===== config.mk =====
export PLATFORM = sky130hd
export DESIGN_NAME = nibbler_seq_ctrl
export DESIGN_NICKNAME = d
export VERILOG_FILES = /design/src/rtl/nibbler_pkg.sv /design/src/rtl/nibbler_jump_unit.sv /design/src/rtl/nibbler_seq_ctrl.sv
export SDC_FILE = /design/constraint.sdc
export NUM_CORES = 1
export LEC_CHECK = 0
export ABC_AREA = 1
export CORE_AREA = 4 4 48 50
export CTS_CLUSTER_SIZE = 40
export DETAILED_ROUTE_END_ITERATION = 8
export DIE_AREA = 0 0 52 54
export PLACE_DENSITY_LB_ADDON = 0.05
export SETUP_SLACK_MARGIN = 0.1
export SLEW_MARGIN = 40
export SYNTH_ARGS = -nofsm -noshare
export SYNTH_HDL_FRONTEND = slang
export SYNTH_HIERARCHICAL = 1
export SYNTH_SLANG_ARGS = --single-unit

===== constraint.sdc =====
create_clock -name clk -period 1.89 [get_ports clk]
set_input_delay 0.378 -clock clk [delete_from_list [all_inputs] [get_ports clk]]
set_output_delay 0.378 -clock clk [all_outputs]
set_load 0.1 [all_outputs]

===== src/rtl/nibbler_pkg.sv =====
// Shared types and opcode constants for the nibbler sequencer.
// The optional single-step feature is selected with the SINGLE_STEP_EN macro in nibbler_seq_ctrl.
package nibbler_pkg;

  // FSM state encoding; also exported on the phase port.
  typedef enum logic [2:0] {
    IDLE    = 3'd0,
    FETCH   = 3'd1,
    DECODE  = 3'd2,
    EXECUTE = 3'd3,
    HALT    = 3'd4
  } state_t;

  localparam logic [3:0] OP_NOP = 4'h0;
  localparam logic [3:0] OP_JC  = 4'h1;
  localparam logic [3:0] OP_JNZ = 4'h2;
  localparam logic [3:0] OP_JMP = 4'h3;
  localparam logic [3:0] OP_HLT = 4'hF;

  // Any opcode outside the control group goes through the ALU and writes ACC and flags.
  function automatic logic is_alu_op(input logic [3:0] op);
    return !(op inside {OP_NOP, OP_JC, OP_JNZ, OP_JMP, OP_HLT});
  endfunction

  function automatic logic is_hlt_op(input logic [3:0] op);
    return (op == OP_HLT);
  endfunction

endpackage


===== src/rtl/nibbler_jump_unit.sv =====
// Combinational instruction classifier: branch decision plus ALU/HLT class flags.
module nibbler_jump_unit
  import nibbler_pkg::*;
(
  input  logic [3:0] opcode_i,
  input  logic       carry_i,
  input  logic       zero_i,
  output logic       take_o,
  output logic       is_alu_o,
  output logic       is_hlt_o
);

  // Conditional jumps test the flags; JMP always takes.
  always_comb begin
    take_o   = ((opcode_i == OP_JC)  &  carry_i) |
               ((opcode_i == OP_JNZ) & ~zero_i)  |
                (opcode_i == OP_JMP);
    is_alu_o = is_alu_op(opcode_i);
    is_hlt_o = is_hlt_op(opcode_i);
  end

endmodule


===== src/rtl/nibbler_seq_ctrl.sv =====
// Instruction sequencer for the 4-bit datapath: fetch handshake, decode, execute enables,
// retired-instruction counter.
// Build option: SINGLE_STEP_EN enables the edge-armed single-step start from IDLE.
//
// state   | meaning
// IDLE    | waiting for run (or an armed step)
// FETCH   | mem_req high, waiting for mem_ready; IR loads in the ready cycle
// DECODE  | one cycle, jump decision and op class registered
// EXECUTE | one cycle of PC/ACC/flags enables, instruction retires
// HALT    | HLT retired; only reset leaves
module nibbler_seq_ctrl
  import nibbler_pkg::*;
#(
  parameter int CNT_W = 8
) (
  input  logic             clk,
  input  logic             reset,
  input  logic             run,
  input  logic             step,
  input  logic             mem_ready,
  input  logic [3:0]       opcode,
  input  logic             carry,
  input  logic             zero,
  output logic             mem_req,
  output logic             ir_load,
  output logic             pc_inc,
  output logic             pc_load,
  output logic             acc_load,
  output logic             flags_load,
  output logic [2:0]       phase,
  output logic             halted,
  output logic [CNT_W-1:0] instr_cnt
);

  state_t           state_q;
  logic             mem_req_q;
  logic             pc_inc_q;
  logic             pc_load_q;
  logic             alu_load_q;
  logic             halted_q;
  logic             hlt_q;
  logic [CNT_W-1:0] cnt_q;
  logic [CNT_W-1:0] cnt_d;
  logic             start;
  logic             take;
  logic             is_alu;
  logic             is_hlt;

  nibbler_jump_unit u_jump (
    .opcode_i (opcode),
    .carry_i  (carry),
    .zero_i   (zero),
    .take_o   (take),
    .is_alu_o (is_alu),
    .is_hlt_o (is_hlt)
  );

`ifdef SINGLE_STEP_EN
  logic step_armed_q;

  // Re-arm on any low sample of step; consume the arm when a step starts an instruction.
  always_ff @(posedge clk or negedge reset) begin
    if (!reset) begin
      step_armed_q <= 1'b0;
    end else if (!step) begin
      step_armed_q <= 1'b1;
    end else if ((state_q == IDLE) && !run && step_armed_q) begin
      step_armed_q <= 1'b0;
    end
  end

  // Start when free-running, or on an armed step while run is low.
  always_comb begin
    start = run | (step & step_armed_q);
  end
`else
  logic unused_step;

  // step has no function in this build; it is kept only on the port list.
  always_comb begin
    start       = run;
    unused_step = step;
  end
`endif

  // Counter wraps naturally at 2^CNT_W.
  always_comb begin
    cnt_d = cnt_q + CNT_W'(1);
  end

  // Sequencer FSM; enables are registered so they follow the state with no input path.
  always_ff @(posedge clk or negedge reset) begin
    if (!reset) begin
      state_q    <= IDLE;
      mem_req_q  <= 1'b0;
      pc_inc_q   <= 1'b0;
      pc_load_q  <= 1'b0;
      alu_load_q <= 1'b0;
      halted_q   <= 1'b0;
      hlt_q      <= 1'b0;
      cnt_q      <= '0;
    end else begin
      mem_req_q  <= 1'b0;
      pc_inc_q   <= 1'b0;
      pc_load_q  <= 1'b0;
      alu_load_q <= 1'b0;
      case (state_q)
        IDLE: begin
          if (start) begin
            state_q   <= FETCH;
            mem_req_q <= 1'b1;
          end
        end
        FETCH: begin
          if (mem_ready) begin
            state_q <= DECODE;
          end else begin
            mem_req_q <= 1'b1;
          end
        end
        DECODE: begin
          state_q    <= EXECUTE;
          pc_load_q  <= take;
          pc_inc_q   <= ~take & ~is_hlt;
          alu_load_q <= is_alu;
          hlt_q      <= is_hlt;
        end
        EXECUTE: begin
          cnt_q <= cnt_d;
          if (hlt_q) begin
            state_q  <= HALT;
            halted_q <= 1'b1;
          end else if (run) begin
            state_q   <= FETCH;
            mem_req_q <= 1'b1;
          end else begin
            state_q <= IDLE;
          end
        end
        HALT: begin
          state_q <= HALT;
        end
        default: begin
          state_q <= IDLE;
        end
      endcase
    end
  end

  // IR load is the one output allowed to follow mem_ready within the cycle.
  always_comb begin
    mem_req    = mem_req_q;
    ir_load    = (state_q == FETCH) & mem_ready;
    pc_inc     = pc_inc_q;
    pc_load    = pc_load_q;
    acc_load   = alu_load_q;
    flags_load = alu_load_q;
    phase      = state_q;
    halted     = halted_q;
    instr_cnt  = cnt_q;
  end

endmodule

== Word level (Yosys, flattened, before mapping) ==
Index checks and enable logic that the tools add are counted.

* Register bits after elaboration: 17
* Output and inout port bits: 18

* $add $sub $neg: 1
* Eq/ne operators: 10
* Muxes and demuxes: 12
* Bitwise gates (word level): 9
* Reductions and logical operators: 6

{| class="wikitable"
|+ Operator list
! cell !! count
|-
| $pmux W3 S5 || 1
|-
| $mux W3 || 3
|-
| $add A8 B1 Y8 const B || 1
|-
| $eq A4 B2 Y1 const B || 2
|-
| $mux W1 || 7
|-
| $eq A3 B2 Y1 const B || 2
|-
| $reduce_bool A5 Y1 || 1
|-
| $and A1 B1 Y1 || 4
|-
| $eq A4 B1 Y1 const B || 1
|-
| $eq A4 B4 Y1 const B || 1
|-
| $logic_not A4 Y1 || 1
|-
| $ne A2 B2 Y1 const B || 2
|-
| $reduce_and A2 Y1 || 2
|-
| $eq A3 B1 Y1 const B || 1
|-
| $eq A3 B3 Y1 const B || 1
|-
| $logic_not A3 Y1 || 1
|-
| $not A1 Y1 || 3
|-
| $pmux W1 S3 || 1
|-
| $or A1 B1 Y1 || 2
|-
| $logic_not A1 Y1 || 1
|}

== Depth between registers and ports, before layout ==
Gate-level depths: netlist (run 1).

* Depth in word-level cells: 7
* Gate-level depth with buffers: 6

== Modules after synthesis ==
The synthesis (run 1) kept the hierarchy.

{| class="wikitable"
|+ Modules (own cells, without submodules)
! module !! instances !! cells each !! area each (µm²) !! seq. area each (µm²)
|-
| nibbler_seq_ctrl || 1 || 93 || 784.5 || 425.4
|-
| nibbler_jump_unit || 1 || 12 || 47.5 || 0.0
|}

== Worst setup path before layout (run 1) ==
OpenSTA, ideal clock, no wires.

* Path kind: register to output
* Start point: register state_q[0] (netlist: phase[0])
* End point: output ir_load
* Arrival time: 2475 ps
* Data required time: 1512 ps
* Setup slack: -963 ps
* Stages on the path, launching flop included: 3
* Path buffers: 0
* Path through: dfrtp_1 > nand3_1 > nor2_1

* Word-level cells in the longest chain between the ends: 2

{| class="wikitable"
|+ RTL lines
! what !! RTL line !! RTL
|-
| from (decl) || nibbler_seq_ctrl.sv:35 || <nowiki>state_t state_q;</nowiki>
|-
| from (signal assigned) || nibbler_seq_ctrl.sv:94 || <nowiki>state_q <= IDLE;</nowiki>
|-
| from (signal assigned) || nibbler_seq_ctrl.sv:110 || <nowiki>state_q <= FETCH;</nowiki>
|-
| from (signal assigned) || nibbler_seq_ctrl.sv:116 || <nowiki>state_q <= DECODE;</nowiki>
|-
| $eq A3 B1 Y1 || nibbler_seq_ctrl.sv:153 || <nowiki>ir_load = (state_q == FETCH) & mem_ready;</nowiki>
|-
| $and A1 B1 Y1 || nibbler_seq_ctrl.sv:153 ||
|-
| to (decl) || nibbler_seq_ctrl.sv:25 || <nowiki>output logic ir_load,</nowiki>
|}

No other way between the ends.

== Worst setup path after layout (run 1) ==
* Start point: register state_q[2] (netlist: phase[2])
* End point: output ir_load

Same word-level chain as after synthesis.

==> flow_summary.toml, run 1 <==
[run_status]
outcome = "finished, final reports clean"

[timing]
fin_crit_ps = 1730
hold_violations = 0
min_period_over_period_pct = 91.6
hold_slack_ps = 404
slew_headroom_pct = 81.4
setup_ws_ps = 159
tns_ps = 0
fmax_ghz = 0.578
fin_skew_ps = 2.82
setup_viol = 0
rsz0062_at_grt = "no"
tightestPinTransition_ps = 282
drv_slew = 0

[yosys]
synth.distinct_cells = 18
synth_top_area_share_pct = 51.1
yosysWarnings = 6
synth.largest_area_cell = "dfrtp_1"
ys_ff_latch = 17
synthesis.nets = 117
yosysSeqAreaShare_pct = 51.1
yosys_most_used_dff = "dfrtp_1"
yosys-top-cells-area = "dfrtp_1 51%, nand2_1 15%, inv_1 6.8%, nand3_1 6.0%, nor2_1 5.4%"
synthCells = 105
synthTopCellsByCount = "33 x nand2_1, 17 x dfrtp_1, 15 x inv_1"
syn_area_per_cell_sq_um = 7.92
yosysMostFrequentCell = "nand2_1"
async_flop_share_pct = 100
synth_edf_count = 0
syn_area_sq_um = 832

[cells_and_area]
nNetsFinal = 150
layout-drive-gt1-share_pct = 26.3
fillers = 164
area_growth_pct = 57.4
antenna_cells = 0

[drt]
routedWlPerCell_um = 9.35
drt_wl_total_um = 1530
final_antenna_net_count = 0
dr.pass1.iters = 6
route.detailed.drc = 0
vias_per_cell = 4.51
num_vias = 739
first_iter_violations = 9

[power]
leakagePower_nw = 0.645
peakVddDrop_uv = 332
finalPower_uw = 594
p_per_area_mw_per_mm2 = 454

[placement]
dp_slack_ps = 334
hpwl_um = 1260
place.gp.congestion = 0.842
place.port_buffers = 27

[global_routing]
grt_max_degree = 18
grt_overflow = 0
grt_pass1_wl_um = 2480
grt_pass1_vias = 631
grt_antenna_before_repair = 0
grt_use_total_pct = 12.0

[setup_path]
cp-end-kind = "output port"
worstPathArrival_ps = 1350
crit_required_ps = 1510
critical_path.max_fanout = 7
worstSetupPathType = "reg2out"
critPathLaunchType = "flop"

[floorplanning]
fp.dieW_um = 52
die_area_sq_mm = 0.00281
core_area_sq_mm = 0.00190
row_count = 16
boundaryPins = 29
start_util_pct = 43.8
fp.dieH_um = 54

[clocking]
cts_tree = "done"
clockBufferDepth = 2
cts_resized = 0
cts_root_buf = "clkbuf_4"
holdBufCountCts = 0
htreeDepth = 1
numCtsBuffers = 3
clock_latency_ps = 290
cts_sinks = 17
cts.reportedPaths.clkPinSlew_ps = 100

[run]
cap_violations = 0

[hold_path]
min_path_type = "in2async"
-- critical path, stage by stage, from the launching register on --
cell	delay [ps]
dfrtp_4	500
inv_4	90
nand3_1	140
nor2_4	150
buf_12	180
-- report_power, final --
group	switching [mW]	leakage, nW	total [mW]	internal [mW]
Sequential	0	0.211	0.363	0.363
Combinational	0.0172	0.416	0.0385	0.0213
Clock	0.114	0.0177	0.192	0.0787
-- cells by family (layout without fill, tap and decap cells) --
group / Yosys count / after routing / share of synthesized area, %
flops: 17 / 17 / 51.1
compound gates: 2 / 2 / 1.20
simple gates: 65 / 65 / 34.9
xor+xnor: 3 / 3 / 3.16
fa+ha+maj: 1 / 1 / 1.50
buf+inv: 17 / 49 / 8.12
-- layer usage --
layer,routed length [um],global-route usage (%)
met2,833,22.4
met1,590,12.5
met3,93,2.49
met5,0,0
met4,16,6.55
-- area by class of cell --
| cell class | count | area, sq um | share of cell area, % |
|---|---|---|---|
| Multi-Input combinational cell | 71 | 347 | 26.5 |
| Tap cell | 27 | 33.8 | 2.58 |
| Sequential cell | 17 | 437 | 33.3 |
| Clock inverter | 1 | 5.00 | 0.382 |
| Timing Repair Buffer | 29 | 403 | 30.8 |
| Clock buffer | 3 | 22.5 | 1.72 |
| Inverter | 16 | 62.6 | 4.78 |
-- registers in the layout, indices dropped and copies added (netlist names) --
register / flops
acc_load: 1
halted: 1
hlt_q: 1
instr_cnt: 8
mem_req: 1
pc_inc: 1
pc_load: 1
phase: 3
-- layout by cell type (no fill, tap or decap), types with 3 or more instances in the layout --
master and n:
buf_12 13, buf_4 7, clkbuf_4 3, clkdlybuf4s50_1 9
dfrtp_1 12, dfrtp_2 3, inv_1 15, nand2_1 33
nand3_1 10, nor2_1 11, nor2_2 3
-- timing repair --
| action | CTS | global route |
|---|---|---|
| buffers inserted | 1 | 0 |
| endpoints found under the setup margin | 1 | 0 |
| endpoints found under the hold margin | 0 | 0 |
-- stage by stage --
step                utilization (%)  cell area [sq um]  instances
CTS                            68.9               1310        164
global route                   68.9               1310        164
finish                         68.9               1310        164
global placement               67.0               1270        159
floorplan                         -                853        105
detailed placement             67.0               1270        159
-- worst paths after layout --
kind / start / to / slack (ps) / depth (start not counted)
max in group asynchronous: reset / phase[2]$_DFFE_PN0P_ / 1280 / 2
hold reg to reg: hlt_q$_DFFE_PN0N_ / hlt_q$_DFFE_PN0N_ / 530 / 2
setup / recovery: phase[2]$_DFFE_PN0P_ / ir_load / 160 / 4
min in group clk: hlt_q$_DFFE_PN0N_ / hlt_q$_DFFE_PN0N_ / 530 / 2
hold / removal: reset / instr_cnt[6]$_DFFE_PN0N_ / 400 / 2
setup reg to reg: phase[2]$_DFFE_PN0P_ / phase[0]$_DFFE_PN0P_ / 670 / 6
(Power assumes the default switching activity.)
==> run 2, diff against run 1 <==
CTS_BUF_LIST = sky130_fd_sc_hd__clkbuf_4 sky130_fd_sc_hd__clkbuf_8 sky130_fd_sc_hd__clkbuf_16   (was unset)
==> results of run 2 <==
Final layout, timing and power as in run 1 (identical DEF).
==> run 3, diff against run 2 <==
PLACE_DENSITY = 0.78   (was unset)
PLACE_DENSITY_LB_ADDON = unset   (was 0.05)
==> run 3 against run 2 <==
Against the previous run: core utilization up 0.79 points; worst hold slack better by 5.3 ps; flip-flop and latch count unchanged; final area up 1.1%; total power up 3.5%; clock power up 10%; clock-buffer cell count up 1; die area unchanged; clock skew up 1.4 ps; fmax up 1.8%; non-clock buffer count up 1; first-iteration DRC count up 89%; critical path type unchanged.
==> flow_summary.toml, run 3 (same netlist as run 1, synthesis figures left out) <==
[run_status]
outcome = "finished, final reports clean"

[floorplanning]
boundaryPins = 29
core_area_sq_mm = 0.00190
fp.dieH_um = 54
die_area_sq_mm = 0.00281
fp.dieW_um = 52
start_util_pct = 43.8
row_count = 16

[drt]
dr.pass1.iters = 4
routedWlPerCell_um = 11.7
first_iter_violations = 17
final_antenna_net_count = 0
vias_per_cell = 4.76
num_vias = 785
route.detailed.drc = 0
drt_wl_total_um = 1930

[cells_and_area]
largest_reg_flops = 8
final_common_cell = "nand2_1"
nNetsFinal = 151
area_growth_pct = 59.2
antenna_cells = 0
layout-drive-gt1-share_pct = 27.5
mostFrequentLayoutCells = "33 x nand2_1, 15 x inv_1, 13 x buf_12"
final_util_pct = 69.7

[clocking]
cts_tree = "done"
cts_sinks = 17
clockBufferDepth = 2
clock_latency_ps = 280
htreeDepth = 1
holdBufCountCts = 0
cts.reportedPaths.clkPinSlew_ps = 100
cts_root_buf = "clkbuf_4"
numCtsBuffers = 3

[setup_path]
critPathMaxStageDelay_ps = 500
cp-end-kind = "output port"
cp_top_family = "flip-flops"
critPathLaunchType = "flop"
worstSetupPathType = "reg2out"
crit_required_ps = 1510
critPathBufInv = 2
critPathSlowestCell = "dfrtp_4"
critical_path.max_fanout = 7
worstPathArrival_ps = 1320
path_cells = "inv_4 > nand3_2 > nor2_4 > buf_12"

[run]
cap_violations = 0

[hold_path]
min_path_type = "in2async"

[timing]
setup_ws_ps = 190
rsz0062_at_grt = "no"
fin_crit_ps = 1700
setup_viol = 0
tns_ps = 0
fin_skew_ps = 4.18
tightestPinTransition_ps = 281
fmax_ghz = 0.588
slew_headroom_pct = 81.4
drv_slew = 0
min_period_over_period_pct = 89.9
hold_violations = 0

[placement]
place.port_buffers = 27
hpwl_um = 1570
place.gp.congestion = 0.827
dp_slack_ps = 316

[global_routing]
grt_use_total_pct = 14.5
grt_pass1_wl_um = 3080
grt_max_degree = 18
grt_overflow = 0
grt_pass1_vias = 776
grt_antenna_before_repair = 0

[power]
peakVddDrop_uv = 397
p_per_area_mw_per_mm2 = 464
leakagePower_nw = 0.652
[run 3: where the power goes]
part	internal [mW]	total [mW]	leakage [nW]	switching, mW
logic	0.0213	0.0394	0.422	0.0181
registers	0.363	0.363	0.211	0
clock network	0.0962	0.212	0.0184	0.116
[run 3: path summary, 6_finish.rpt]
| kind | startpoint | endpoint | cells past startpoint | slack (ps) |
|---|---|---|---|---|
| max reg2reg | phase[2]$_DFFE_PN0P_ | phase[0]$_DFFE_PN0P_ | 6 | 670 |
| max | phase[2]$_DFFE_PN0P_ | ir_load | 4 | 190 |
| min | reset | mem_req$_DFF_PN0_ | 2 | 410 |
| min in group clk | halted$_DFFE_PN0P_ | halted$_DFFE_PN0P_ | 2 | 540 |
| min reg2reg | halted$_DFFE_PN0P_ | halted$_DFFE_PN0P_ | 2 | 540 |
| max in group asynchronous | reset | phase[2]$_DFFE_PN0P_ | 2 | 1280 |
[run 3: final cells by class]
| type | instances | area (sq um) |
|---|---|---|
| clock buffer | 4 | 30.0 |
| fill | 149 | 577 |
| inverter | 16 | 62.6 |
| multi-input combinational | 71 | 352 |
| sequential | 17 | 437 |
| tap | 27 | 33.8 |
| timing repair buffer | 30 | 410 |
[run 3: metal layers]
layer	wire length [um]	global-route usage [%]	part of all wire [%]
met5	0	0	0
met4	29	4.80	1.5
met3	112	3.32	5.8
met2	1070	29.5	56
met1	716	14.1	37
[run 3: through the flow]
step                      power (mW)  cell area (sq um)  cells  hold WS [ps]
after floorplan                0.381                853    105          82.4
after global placement         0.409               1270    159           507
after detailed placement       0.411               1270    159           517
after CTS                      0.613               1310    163           419
after global routing           0.636               1330    165           420
final                          0.615               1330    165           409
[run 3: timing repair]
item                                    in CTS  in global routing
resized for setup                            1                  0
endpoints found under the setup margin       1                  1
buffers inserted                             0                  2
